[config.mk]
export PLATFORM = sky130hd
export DESIGN_NAME = if_prefetch_flat
export DESIGN_NICKNAME = d
export VERILOG_FILES = /design/src/rtl/if_prefetch_pkg.sv /design/src/rtl/if_prefetch_if.sv /design/src/rtl/if_prefetch_fifo.sv /design/src/rtl/if_prefetch.sv /design/src/flat_wrapper.sv
export SDC_FILE = /design/constraint.sdc
export NUM_CORES = 1
export LEC_CHECK = 0
export CORE_MARGIN = 10
export CORE_UTILIZATION = 40
export DETAILED_ROUTE_END_ITERATION = 10
export PLACE_DENSITY = 0.71
export SYNTH_ARGS = -nofsm -noshare
export SYNTH_HDL_FRONTEND = slang
export SYNTH_SLANG_ARGS = --single-unit
export TNS_END_PERCENT = 50
[constraint.sdc]
create_clock -name clk -period 18.2 [get_ports clk]
set_clock_uncertainty 0.2 [all_clocks]
set_input_delay 3.64 -clock clk [delete_from_list [all_inputs] [get_ports clk]]
set_output_delay 3.64 -clock clk [all_outputs]
set_load 0.02 [all_outputs]
[src/rtl/if_prefetch_pkg.sv]
// Shared defaults, entry type and sizing helper for the instruction prefetch unit.
package if_pkg;

  localparam int          DEF_ADDR_W   = 32;
  localparam int          DEF_INST_W   = 32;
  localparam int          DEF_DEPTH    = 4;
  localparam logic [31:0] DEF_RESET_PC = 32'h0;
  localparam int          DEF_PC_STEP  = 4;

  typedef struct packed {
    logic [DEF_ADDR_W-1:0] pc;
    logic [DEF_INST_W-1:0] inst;
  } if_entry_t;

  // Occupancy must represent 0..depth inclusive, hence one bit above the pointer width.
  function automatic int count_w(input int depth);
    return $clog2(depth) + 1;
  endfunction

endpackage

[src/rtl/if_prefetch_if.sv]
// Fetch-side bus: ROM request/response, redirect and the decode handshake.
interface if_prefetch_if
  import if_pkg::*;
#(
  parameter int ADDR_W = DEF_ADDR_W,
  parameter int INST_W = DEF_INST_W,
  parameter int DEPTH  = DEF_DEPTH
);

  logic                      rom_ce_o;
  logic [ADDR_W-1:0]         rom_addr_o;
  logic [INST_W-1:0]         rom_data_i;
  logic                      redirect_i;
  logic [ADDR_W-1:0]         redirect_pc_i;
  logic                      inst_valid_o;
  logic                      inst_ready_i;
  logic [INST_W-1:0]         inst_o;
  logic [ADDR_W-1:0]         pc_o;
  logic [count_w(DEPTH)-1:0] count_o;

  modport master (
    output rom_ce_o, rom_addr_o, inst_valid_o, inst_o, pc_o, count_o,
    input  rom_data_i, redirect_i, redirect_pc_i, inst_ready_i
  );

  modport slave (
    input  rom_ce_o, rom_addr_o, inst_valid_o, inst_o, pc_o, count_o,
    output rom_data_i, redirect_i, redirect_pc_i, inst_ready_i
  );

endinterface

[src/rtl/if_prefetch_fifo.sv]
// Synchronous FIFO with flush; head entry is presented combinationally on dout.
module if_fifo
  import if_pkg::*;
#(
  parameter int WIDTH = 8,
  parameter int DEPTH = 4
) (
  input  logic                      clk,
  input  logic                      rst,
  input  logic                      push,
  input  logic                      pop,
  input  logic                      flush,
  input  logic [WIDTH-1:0]          din,
  output logic [WIDTH-1:0]          dout,
  output logic [count_w(DEPTH)-1:0] count
);

  localparam int CW = count_w(DEPTH);
  localparam int PW = $clog2(DEPTH);

  logic [WIDTH-1:0] mem [DEPTH];
  logic [PW-1:0]    wr_ptr;
  logic [PW-1:0]    rd_ptr;

  // Power-of-two depth lets the pointers wrap by natural overflow.
  always_ff @(posedge clk or posedge rst) begin
    if (rst) begin
      for (int i = 0; i < DEPTH; i++) mem[i] <= '0;
      wr_ptr <= '0;
      rd_ptr <= '0;
      count  <= '0;
    end else if (flush) begin
      wr_ptr <= '0;
      rd_ptr <= '0;
      count  <= '0;
    end else begin
      if (push) begin
        mem[wr_ptr] <= din;
        wr_ptr      <= wr_ptr + PW'(1);
      end
      if (pop) rd_ptr <= rd_ptr + PW'(1);
      count <= count + CW'(push) - CW'(pop);
    end
  end

  assign dout = mem[rd_ptr];

endmodule

[src/rtl/if_prefetch.sv]
// Instruction fetch unit: PC sequencing, one-deep in-flight read tracking and
// credit-checked prefetch into a FIFO, with redirect flushing everything.
module if_prefetch
  import if_pkg::*;
#(
  parameter int                ADDR_W   = DEF_ADDR_W,
  parameter int                INST_W   = DEF_INST_W,
  parameter int                DEPTH    = DEF_DEPTH,
  parameter logic [ADDR_W-1:0] RESET_PC = '0,
  parameter int                PC_STEP  = DEF_PC_STEP
) (
  input  logic          clk,
  input  logic          rst,
  if_prefetch_if.master bus
);

  localparam int CW = count_w(DEPTH);

  logic [ADDR_W-1:0]        fetch_pc;
  logic [ADDR_W-1:0]        pend_pc;
  logic                     pend;
  logic [CW-1:0]            count;
  logic                     req;
  logic                     push;
  logic                     pop;
  logic [ADDR_W+INST_W-1:0] head;

  // Credit counts the in-flight read so its data always has a slot, even with no pop.
  assign req  = !rst && !bus.redirect_i &&
                (({1'b0, count} + (CW+1)'(pend)) < (CW+1)'(DEPTH));
  assign push = pend && !bus.redirect_i;
  assign pop  = bus.inst_valid_o && bus.inst_ready_i;

  assign bus.rom_ce_o     = req;
  assign bus.rom_addr_o   = fetch_pc;
  assign bus.inst_valid_o = (count != '0) && !bus.redirect_i;
  assign bus.pc_o         = head[ADDR_W+INST_W-1:INST_W];
  assign bus.inst_o       = head[INST_W-1:0];
  assign bus.count_o      = count;

  if_fifo #(
    .WIDTH (ADDR_W + INST_W),
    .DEPTH (DEPTH)
  ) u_fifo (
    .clk   (clk),
    .rst   (rst),
    .push  (push),
    .pop   (pop),
    .flush (bus.redirect_i),
    .din   ({pend_pc, bus.rom_data_i}),
    .dout  (head),
    .count (count)
  );

  // Redirect reloads the PC and drops the read whose data lands this cycle.
  always_ff @(posedge clk or posedge rst) begin
    if (rst) begin
      fetch_pc <= RESET_PC;
      pend     <= 1'b0;
      pend_pc  <= '0;
    end else if (bus.redirect_i) begin
      fetch_pc <= bus.redirect_pc_i;
      pend     <= 1'b0;
    end else begin
      pend <= req;
      if (req) begin
        fetch_pc <= fetch_pc + ADDR_W'(PC_STEP);
        pend_pc  <= fetch_pc;
      end
    end
  end

endmodule

[src/flat_wrapper.sv]
// flat-port wrapper written by rule: the top's interface ports become plain ports
module if_prefetch_flat import if_pkg::*;
#(
  parameter int                ADDR_W   = DEF_ADDR_W,
  parameter int                INST_W   = DEF_INST_W,
  parameter int                DEPTH    = DEF_DEPTH,
  parameter logic [ADDR_W-1:0] RESET_PC = '0,
  parameter int                PC_STEP  = DEF_PC_STEP
)
  (clk, rst, bus_rom_ce_o, bus_rom_addr_o, bus_inst_valid_o, bus_inst_o, bus_pc_o, bus_count_o, bus_rom_data_i, bus_redirect_i, bus_redirect_pc_i, bus_inst_ready_i);
  if_prefetch_if #(.ADDR_W(ADDR_W), .INST_W(INST_W), .DEPTH(DEPTH)) bus_i ();
  input  logic clk;
  input  logic rst;
  output wire logic [$bits(bus_i.rom_ce_o)-1:0] bus_rom_ce_o;
  output wire logic [$bits(bus_i.rom_addr_o)-1:0] bus_rom_addr_o;
  output wire logic [$bits(bus_i.inst_valid_o)-1:0] bus_inst_valid_o;
  output wire logic [$bits(bus_i.inst_o)-1:0] bus_inst_o;
  output wire logic [$bits(bus_i.pc_o)-1:0] bus_pc_o;
  output wire logic [$bits(bus_i.count_o)-1:0] bus_count_o;
  input wire logic [$bits(bus_i.rom_data_i)-1:0] bus_rom_data_i;
  input wire logic [$bits(bus_i.redirect_i)-1:0] bus_redirect_i;
  input wire logic [$bits(bus_i.redirect_pc_i)-1:0] bus_redirect_pc_i;
  input wire logic [$bits(bus_i.inst_ready_i)-1:0] bus_inst_ready_i;
  assign bus_rom_ce_o = bus_i.rom_ce_o;
  assign bus_rom_addr_o = bus_i.rom_addr_o;
  assign bus_inst_valid_o = bus_i.inst_valid_o;
  assign bus_inst_o = bus_i.inst_o;
  assign bus_pc_o = bus_i.pc_o;
  assign bus_count_o = bus_i.count_o;
  assign bus_i.rom_data_i = bus_rom_data_i;
  assign bus_i.redirect_i = bus_redirect_i;
  assign bus_i.redirect_pc_i = bus_redirect_pc_i;
  assign bus_i.inst_ready_i = bus_inst_ready_i;
  if_prefetch #(.ADDR_W(ADDR_W), .INST_W(INST_W), .DEPTH(DEPTH), .RESET_PC(RESET_PC), .PC_STEP(PC_STEP)) u_core (.clk(clk), .rst(rst), .bus(bus_i));
endmodule
==> summary.md <==
| Metric | Value |
|---|---|
| Worst-skew pair later-pin latency | `slightly above 500 ps` |
| Tcrit/Tclk final | `53.1%` |
| GRT Residual Overflow | `0` |
| GRT Overall Usage | `15.3%` |
| DP Area | `16600 µm²` |
| Die height | `210 µm` |
| CTS H-Tree Depth | `2` |
| Routed wl met3 | `around 2000 µm` |
| PnR worst setup slack | `8530 ps` |
| Run status | `complete, no violations` |
| Via density | `5.35` |
| Post-DP HPWL | `21300 µm` |
| Final net count | `1175` |
| Total CTS buffers | `37` |
| Root Buffer | `clkbuf_16` |
| Synth area leaders | `dfrtp_1 57%, mux2_2 23%, mux4_2 10%` |
| Initial cell density of the core | `40.5%` |
| Ant. Diodes | `0` |
| Slew of the pin with the lowest slew margin | `1130 ps` |
| Number of max-cap violations | `0` |
| CP max-delay cell | `clkdlybuf4s50_1` |
| Mean area per synthesized cell | `approximately 15 µm²` |
| Syn Std Cell Area | `14400 µm²` |
| Initial detailed-routing violation count | `approximately 350` |
| Primary FF master, synth | `dfrtp_1` |
| CP top delay family | `buffers and inverters` |
| Initial antenna violation count | `0` |
| DRC Markers | `0` |
| Vias in the first global route | `slightly above 9k` |
| # IOs | `169` |
| Drt first pass iters | `4` |
| CTS tree | `done` |
| Fill count | `3035` |
| Final hold vios | `0` |
| Crit path launch | `rst` |
| Crit path capture | `bus_rom_ce_o` |
| Max-slew headroom | `24.7%` |
| Die width | `210 µm` |
| Pre-CTS WS | `8500 ps` |
| Post-layout util | `50.1%` |
| Arrival @ worst endpoint | `5830 ps` |
| FF+latch count, synth | `approximately 330` |
| Largest stage delay on the critical path | `720 ps` |
| Core area | `35600 µm²` |
| Standard-cell rows | `around 70` |
| Hold/Removal Path Class | `flop to flop` |
| IO Port Bufs | `roughly 170` |
| Share of post-route cells with drive strength above 1 | `39.2%` |
| Critical Path RT | `roughly 14000 ps` |
| CTS Hold Buffers Added | `0` |
| Crit-path most repeated cell | `clkdlybuf4s50_1` |
| RSZ-0062 raised after global routing | `false` |
| Peak VDD IR | `approximately 100 µV` |
| Area Overhead vs Synth | `23.8%` |
| Minimum clock period | `~9700 ps` |
| Worst r2r src | `u_core.pend$_DFF_PP0_` |
| CP endpoint kind | `output port` |
| Sequential-to-total area share from yosys stat | `57.0%` |
| PD cells | `150 nW/µm²` |
| Largest net degree at the start of global routing | `105` |
| First-pass GRT wire length | `about 54000 µm` |
| Post-CTS Setup Bufs | `0` |
| Syn. warnings | `0` |
| Total power | `2.68 mW` |
| Synth top area share | `a little under three fifths` |
| Drt wl/cell | `21.2 µm` |
| Vias | `8473` |
| Cells on worst reg2reg path | `4` |
| Fin area | `17800 µm²` |
| Startpoint Class | `primary input` |
| Clock tree buffer depth | `3` |
| Final GP Congestion | `0.788` |
| Final antenna-violating net count | `0` |
| Highest routed layer | `met4` |
| Total clock sinks | `328` |
| Top cells by count, synth | `328 x dfrtp_1, 296 x mux2_2, 64 x mux4_2` |
| Crit Path Max Fanout | `33` |
| Ys async rst share | `between 90% and 100%` |
| Met1 WL | `between 15000 and 20000 µm` |
| Die area | `between 40000 and 50000 µm²` |
| Met2 Wirelength | `16100 µm` |
| # resized after CTS | `0` |
| Critical Path, Cell by Cell | `clkdlybuf4s50_1 > nor3_4 > buf_4 > clkdlybuf4s50_1` |
| Leading area contributor after synthesis | `dfrtp_1` |
| Kind of critical path | `primary input to output port` |
| Sum of buffers and inverters on the critical path | `3` |
| Fmax achieved | `roughly 0.10 GHz` |
| Routed Wire Length | `33700 µm` |
| Synth Instances | `934` |
| Mapped Nets | `just over 1k` |
| R2R Path End | `u_core.u_fifo.mem[11]$_DFFE_PP0P_` |
| Fin. max-slew vios | `0` |
| R2R setup slack | `~15000 ps` |
| Distinct cells, synth | `41` |
| CTS clk-pin slew, worst paths | `60 ps` |
| Post-synth EDFFs | `0` |
| Most frequent cell after synthesis | `dfrtp_1` |
| Setup TNS | `0 ps` |
| Worst path depth | `4` |
| Final setup viols | `0` |
| Static Leak | `7.80 nW` |
## worst reg2reg max path, stage by stage, from the launching register on
cell	delay, ps
dfrtp_1	420
nor2b_1	700
nand2_4	630
buf_4	480
mux2_2	330
## layout by cell type, fill, tap and decap left out, drive strengths merged, types with 4 or more instances in the layout
cell | synthesis | layout
nor4 | 7 | 7
clkbuf | 41 | 53
buf | 14 | 13
mux4 | 64 | 64
nor3 | 10 | 10
nand4 | 10 | 10
xnor2 | 15 | 15
nor2 | 15 | 15
ha | 8 | 8
nand3 | 13 | 13
mux2 | 296 | 296
inv | 10 | 12
nand2 | 31 | 31
o21ai | 18 | 18
xor2 | 14 | 14
bufinv | 0 | 5
nor2b | 4 | 4
clkdlybuf4s50 | 0 | 167
dfrtp | 328 | 328
clkinv | 0 | 5
or4 | 4 | 4
## metal layers
layer / vias to the layer above / global-route usage [%]
li1: 3790 / -
met1: 4449 / 20.5
met2: 189 / 24.6
met3: 45 / 3.67
met4: 0 / 3.80
met5: - / 0
## area by class of cell
class | count | area, µm² | area share (%)
timing repair buffer | 180 | 1770 | 9.91
inverter | 10 | 45.0 | 0.253
multi-input combinational | 541 | 5980 | 33.5
tap | 461 | 577 | 3.23
sequential | 328 | 8220 | 46.1
clock inverter | 12 | 193 | 1.08
clock buffer | 53 | 1060 | 5.92
## stage by stage
stage	std cells	hold slack, ps
6_report	1585	298
5_1_grt	1585	305
4_1_cts	1585	300
3_5_place_dp	1520	287
3_3_place_gp	1520	281
2_1_floorplan	934	274
## how the worst min path moves through the flow
stage / start / endpoint / slack, ps / depth (start not counted)
finish: u_core.u_fifo.mem[67]$_DFFE_PP0P_ / u_core.u_fifo.mem[67]$_DFFE_PP0P_ / 300 / 1
global route: u_core.u_fifo.mem[39]$_DFFE_PP0P_ / u_core.u_fifo.mem[39]$_DFFE_PP0P_ / 310 / 1
CTS: u_core.u_fifo.mem[80]$_DFFE_PP0P_ / u_core.u_fifo.mem[80]$_DFFE_PP0P_ / 300 / 1
detailed placement: u_core.u_fifo.mem[113]$_DFFE_PP0P_ / u_core.u_fifo.mem[113]$_DFFE_PP0P_ / 290 / 1
global placement: u_core.u_fifo.mem[49]$_DFFE_PP0P_ / u_core.u_fifo.mem[49]$_DFFE_PP0P_ / 280 / 1
floorplan: u_core.u_fifo.mem[100]$_DFFE_PP0P_ / u_core.u_fifo.mem[100]$_DFFE_PP0P_ / 270 / 1
## flip-flops by register name (all words and copies together), names as in the netlist
name,cells
u_core.u_fifo.count,3
u_core.pend_pc,32
u_core.u_fifo.rd_ptr,2
u_core.u_fifo.mem,256
u_core.pend,1
u_core.bus.rom_addr_o,32
u_core.u_fifo.wr_ptr,2
## kinds of logic after synthesis
| kind of cell | synth area share [%] |
|---|---|
| multiplexers | 33.4 |
| flip-flops | 57.0 |
| AND/OR/NAND/NOR | 4.15 |
| buffers and inverters | 1.74 |
| AO/OA/AOI/OAI | 1.18 |
| XOR/XNOR | 1.76 |
| adder cells (fa/ha/maj) | 0.834 |
## report_power, final
group          switching (mW)  internal [mW]
Sequential              0.150          0.927
Combinational           0.353          0.492
Clock                   0.287          0.474
Total                   0.791           1.89
Note: power is estimated with default switching activity, not from simulation.
